File: src/rtl/subtrator_serial_if.sv
// rtl/subtrator_serial_if.sv - start/done handshake and operand/result bundle for subtrator_serial
// Optional overflow signal is present only with SUBTRATOR_SERIAL_OVF_EN defined.
interface subtrator_serial_if #(parameter int WIDTH = 8);
  logic             start;
  logic [WIDTH-1:0] a;
  logic [WIDTH-1:0] b;
  logic             busy;
  logic             done;
  logic [WIDTH-1:0] diff;
  logic             borrow_out;
`ifdef SUBTRATOR_SERIAL_OVF_EN
  logic             overflow;

  modport master (output start, a, b, input busy, done, diff, borrow_out, overflow);
  modport slave  (input start, a, b, output busy, done, diff, borrow_out, overflow);
`else
  modport master (output start, a, b, input busy, done, diff, borrow_out);
  modport slave  (input start, a, b, output busy, done, diff, borrow_out);
`endif
endinterface

File: src/rtl/subtrator_serial.sv
// rtl/subtrator_serial.sv - bit-serial LSB-first subtractor diff = a - b with start/done handshake
// Optional signed overflow flag enabled by defining SUBTRATOR_SERIAL_OVF_EN.
module subtrator_serial #(
  parameter int WIDTH = 8
) (
  input  logic             clk,
  input  logic             rst_n,
  subtrator_serial_if.slave bus
);

  localparam int CW = $clog2(WIDTH + 1);

  typedef enum logic [1:0] {IDLE, CALC, DONE} state_t;

  state_t           state;
  state_t           state_nxt;
  logic             accept;
  logic             last;
  logic [WIDTH-1:0] ra;
  logic [WIDTH-1:0] rb;
  logic [WIDTH-1:0] res;
  logic [CW-1:0]    cnt;
  logic             borrow;
  logic             borrow_fin;
  logic             x;
  logic             y;
  logic             d;
  logic             borrow_nxt;
`ifdef SUBTRATOR_SERIAL_OVF_EN
  logic             a_msb;
  logic             b_msb;
  logic             ovf;
`endif

  // Single full-subtractor cell fed by the operand LSBs and the borrow flop
  assign x          = ra[0];
  assign y          = rb[0];
  assign d          = x ^ y ^ borrow;
  assign borrow_nxt = (~x & y) | (~(x ^ y) & borrow);
  assign last       = (cnt == CW'(WIDTH - 1));

  // State register; reset aborts any operation in flight
  always_ff @(posedge clk or negedge rst_n) begin
    if (!rst_n) state <= IDLE;
    else        state <= state_nxt;
  end

  // Next state and operand-accept decode; start is only honoured outside CALC
  always_comb begin
    state_nxt = state;
    accept    = 1'b0;
    case (state)
      IDLE: begin
        if (bus.start) begin
          accept    = 1'b1;
          state_nxt = CALC;
        end
      end
      CALC: begin
        if (last) state_nxt = DONE;
      end
      DONE: begin
        if (bus.start) begin
          accept    = 1'b1;
          state_nxt = CALC;
        end else begin
          state_nxt = IDLE;
        end
      end
      default: state_nxt = IDLE;
    endcase
  end

  // Serial datapath: load on accept, shift one bit per CALC cycle, capture flags on the last bit
  always_ff @(posedge clk or negedge rst_n) begin
    if (!rst_n) begin
      ra         <= '0;
      rb         <= '0;
      res        <= '0;
      cnt        <= '0;
      borrow     <= 1'b0;
      borrow_fin <= 1'b0;
`ifdef SUBTRATOR_SERIAL_OVF_EN
      a_msb      <= 1'b0;
      b_msb      <= 1'b0;
      ovf        <= 1'b0;
`endif
    end else if (accept) begin
      ra     <= bus.a;
      rb     <= bus.b;
      cnt    <= '0;
      borrow <= 1'b0;
`ifdef SUBTRATOR_SERIAL_OVF_EN
      a_msb  <= bus.a[WIDTH-1];
      b_msb  <= bus.b[WIDTH-1];
`endif
    end else if (state == CALC) begin
      ra     <= ra >> 1;
      rb     <= rb >> 1;
      res    <= {d, res[WIDTH-1:1]};
      cnt    <= cnt + 1'b1;
      borrow <= borrow_nxt;
      if (last) begin
        borrow_fin <= borrow_nxt;
`ifdef SUBTRATOR_SERIAL_OVF_EN
        // d is the result MSB being shifted in on this final cycle
        ovf        <= (a_msb != b_msb) & (d != a_msb);
`endif
      end
    end
  end

  assign bus.busy       = (state == CALC);
  assign bus.done       = (state == DONE);
  assign bus.diff       = res;
  assign bus.borrow_out = borrow_fin;
`ifdef SUBTRATOR_SERIAL_OVF_EN
  assign bus.overflow   = ovf;
`endif

endmodule

File: src/flat_wrapper.sv
// flat-port wrapper written by rule: the top's interface ports become plain ports
module subtrator_serial_flat 
#(
  parameter int WIDTH = 8
)
  (clk, rst_n, bus_start, bus_a, bus_b, bus_busy, bus_done, bus_diff, bus_borrow_out);
  subtrator_serial_if #(.WIDTH(WIDTH)) bus_i ();
  input  logic clk;
  input  logic rst_n;
  input wire logic [$bits(bus_i.start)-1:0] bus_start;
  input wire logic [$bits(bus_i.a)-1:0] bus_a;
  input wire logic [$bits(bus_i.b)-1:0] bus_b;
  output wire logic [$bits(bus_i.busy)-1:0] bus_busy;
  output wire logic [$bits(bus_i.done)-1:0] bus_done;
  output wire logic [$bits(bus_i.diff)-1:0] bus_diff;
  output wire logic [$bits(bus_i.borrow_out)-1:0] bus_borrow_out;
  assign bus_i.start = bus_start;
  assign bus_i.a = bus_a;
  assign bus_i.b = bus_b;
  assign bus_busy = bus_i.busy;
  assign bus_done = bus_i.done;
  assign bus_diff = bus_i.diff;
  assign bus_borrow_out = bus_i.borrow_out;
  subtrator_serial #(.WIDTH(WIDTH)) u_core (.clk(clk), .rst_n(rst_n), .bus(bus_i));
endmodule
File: config.mk
export PLATFORM = sky130hd
export DESIGN_NAME = subtrator_serial_flat
export DESIGN_NICKNAME = d
export VERILOG_FILES = /design/src/rtl/subtrator_serial_if.sv /design/src/rtl/subtrator_serial.sv /design/src/flat_wrapper.sv
export SDC_FILE = /design/constraint.sdc
export NUM_CORES = 1
export LEC_CHECK = 0
export ABC_AREA = 1
export BUFFER_PORTS_ARGS = -buffer_cell sky130_fd_sc_hd__buf_2
export CORE_ASPECT_RATIO = 1.1
export CORE_MARGIN = 10
export CORE_UTILIZATION = 57
export CTS_CLUSTER_DIAMETER = 80
export DETAILED_ROUTE_END_ITERATION = 8
export PLACE_DENSITY = 0.82
export SETUP_SLACK_MARGIN = 0.1
export SYNTH_ARGS = -nofsm -noshare
export SYNTH_HDL_FRONTEND = slang
export SYNTH_SLANG_ARGS = --single-unit
File: constraint.sdc
create_clock -name clk -period 2.46 [get_ports clk]
set_input_delay 0.246 -clock clk [delete_from_list [all_inputs] [get_ports clk]]
set_output_delay 0.246 -clock clk [all_outputs]
set_load 0.1 [all_outputs]
==> reports/metrics.yaml <==
critical_path:
  r2r-start: "u_core.state[0]"
  cp-end-kind: "output port"
  cp_max_fo: 4
  max_stage_delay_ns: 0.44
  timing.rr.end: "u_core.ra[2]"
  reg2reg_depth: 5
  r2r_slack_ns: 1.09
  crit_slowest_cell: "dfrtp_1"
  path_delay_family: "buffers and inverters"
  crit_start: "u_core.state[0]"
  crit_chain: "inv_2, nor2_2, buf_2"
  worst_ep_required_time_ns: 2.21
  crit_cells: 3
  worstSetupPathType: "flop to output port"
  cp.arrival_ns: 1.38
  crit_end: "bus_busy"
  cp-start-kind: "flop"
  worst-path-buf-inv: 2
sta:
  timing.final.crit_share_pct: 66.1
  slew_viol_final: 0
  rsz0062_at_grt: "false"
  final.setup.tns_ns: 0
  slew_headroom_pct: 54.1
  finClkSkew_ns: 0.00603
  setup_viol: 0
  fmax_mhz: 615
  tightest_slew_ns: 0.688
  final_hold_viol_count: 0
  period_needed_ns: 1.63
placement:
  routabilityCongestion: 0.809
  place_area_um2: 1660
  portBuffers: 29
  dpl.hpwl_um: 2170
global_route:
  grt_max_degree: 33
  busiest_layer: "met2"
  first_global_vias: 1239
  met1_usage_pct: 15.1
  grtUsageMet3_pct: 5.02
  use_met2_pct: 20.0
  grt_pass1_wl_um: 5090
  antenna_found_initial: 0
  globalRouteTotalUtil_pct: 12.8
  overflow: 0
floorplanning:
  die_y_um: 73.8
  start_util_pct: 59.6
  placementRows: 19
  die_x_um: 68.9
  core-area_um2: 2520
  io_pins: 30
  dieArea_um2: 5090
drt:
  vias: 1232
  drc: 0
  ant_nets: 0
  wl_per_cell_um: 11.6
  totalWireLength_um: 3010
  drt_iter0_markers: 64
  drtPass1Iterations: 5
  vias_per_cell: 4.76
pwr:
  sw_frac_of_total_pct: 53.1
  p_per_area_nw_per_um2: 1510
  ir_worst_vdd_mv: 1.12
  p_int_mw: 1.22
  clock_power_share_pct: 11.6
  p_comb_share_pct: 53.7
  pwr-share-seq_pct: 34.7
  power_switching_mw: 1.39
  p_leak_nw: 1.03
clocking:
  post_cts_resized: 0
  cts-root-buf: "clkbuf_4"
  cts_buffers: 5
  clk_pin_slew_ns: 0.09
  postCtsSetupBuffers: 0
  cts_buffer_depth: 2
  clk_latency_ns: 0.32
  h-tree-depth: 2
  cts_tree: "done"
  cts_sinks: 32
synthesis:
  synth_cells: 195
  syn_avg_cell_area_um2: 7.70
  synth_nets: 216
  ys_types: 17
  ys_seq_area_share_pct: 53.3
  yosys_register_bits: 32
  yosysWarnings: 0
  syn-cell-area_um2: 1500
min_path:
  hold_depth: 3
  hp-class: "input port to flop"
finish:
  final_cell_area_um2: 1730
  finish.net_count: 248
  layout_common_cells: "nand2_1, dfrtp_1, inv_1, buf_2, nand3_1"
  syn_to_final_growth_pct: 15.3
  layout-drive-gt1-share_pct: 18.9
  final_common_cell: "nand2_1"
  regArea_um2: 801
  multi_input_area_um2: 549
  fill_cells: 228
  antenna_cells: 0
outcome:
  status: "complete, no violations"
flow_run:
  cap_viol_max_count: 0
## layer usage
| metal | wire [µm] | vias up | part of all wire (%) |
|---|---|---|---|
| met5 | 0 | - | 0 |
| met4 | 11 | 0 | 0.37 |
| met3 | 231 | 2 | 7.7 |
| met2 | 1450 | 27 | 48 |
| met1 | 1320 | 563 | 44 |
| li1 | - | 640 | - |
## power by group through the flow
stage | clock network [mW] | logic, mW | registers, mW
after CTS | 0.312 | 1.42 | 0.906
after floorplan | 0 | 0.720 | 1.35
after global routing | 0.342 | 1.57 | 0.930
after global placement | 0 | 1.38 | 0.906
after detailed placement | 0 | 1.42 | 0.913
final | 0.303 | 1.40 | 0.905
## synth_stat cells, drive strengths merged
library cell	count	area [µm²]
a21oi	1	5.00
buf	5	27.5
clkbuf	1	3.75
dfrtp	32	801
fa	1	20.0
ha	1	12.5
inv	32	120
nand2	91	359
nand3	12	60.1
nor2	7	31.3
o21ai	11	55.1
o22ai	1	6.26
## timing repair
item,4_1_cts,5_1_grt
setup endpoints to repair,0,0
endpoints found under the hold margin,32,0
hold buffers,1,0
## state kept, by name, indices dropped and copies added, names as in the netlist
name,cells
u_core.borrow,1
u_core.bus.borrow_out,1
u_core.rb,8
u_core.state,2
u_core.bus.diff,8
u_core.cnt,4
u_core.ra,8
## kinds of logic (layout without fill, tap and decap cells)
group / Yosys count / after routing / share of synthesized area [%]
compound gates: 13 / 13 / 4.42
buf+inv: 38 / 71 / 10.1
flops: 32 / 32 / 53.3
fa+ha+maj: 2 / 2 / 2.17
simple gates: 110 / 110 / 30.0
## worst min-delay path: cells and delay by family
kind / cells / cell delay, ns
simple gates: 2 / 0.09
buf+inv: 1 / 0.08
## per-stage QoR
| step | hold slack, ns | util [%] | total power, mW | instances | setup slack [ns] |
|---|---|---|---|---|---|
| after CTS | 0.123 | 68.7 | 2.64 | 259 | 0.807 |
| after floorplan | -0.0496 | - | 2.07 | 195 | 0.523 |
| after detailed placement | 0.332 | 65.9 | 2.33 | 250 | 1.09 |
| after global placement | 0.329 | 65.9 | 2.29 | 250 | 1.12 |
| after global routing | 0.123 | 68.7 | 2.84 | 259 | 0.729 |
| final | 0.130 | 68.7 | 2.61 | 259 | 0.834 |
## worst min path at each step
stage / from / to / slack (ns)
floorplan: rst_n / u_core.borrow / -0.05
global placement: rst_n / u_core.bus.diff[1] / 0.33
detailed placement: rst_n / u_core.bus.diff[0] / 0.33
CTS: bus_b[7] / u_core.rb[7] / 0.12
global route: bus_b[7] / u_core.rb[7] / 0.12
finish: bus_b[7] / u_core.rb[7] / 0.13
## layout make-up
type / count / area share, %
tap: 31 / 2.24
clock buffer: 8 / 3.40
timing repair buffer: 31 / 9.40
multi-input combinational: 125 / 31.7
inverter: 32 / 6.94
sequential: 32 / 46.3
No activity file was read; power rests on OpenSTA's default activity.
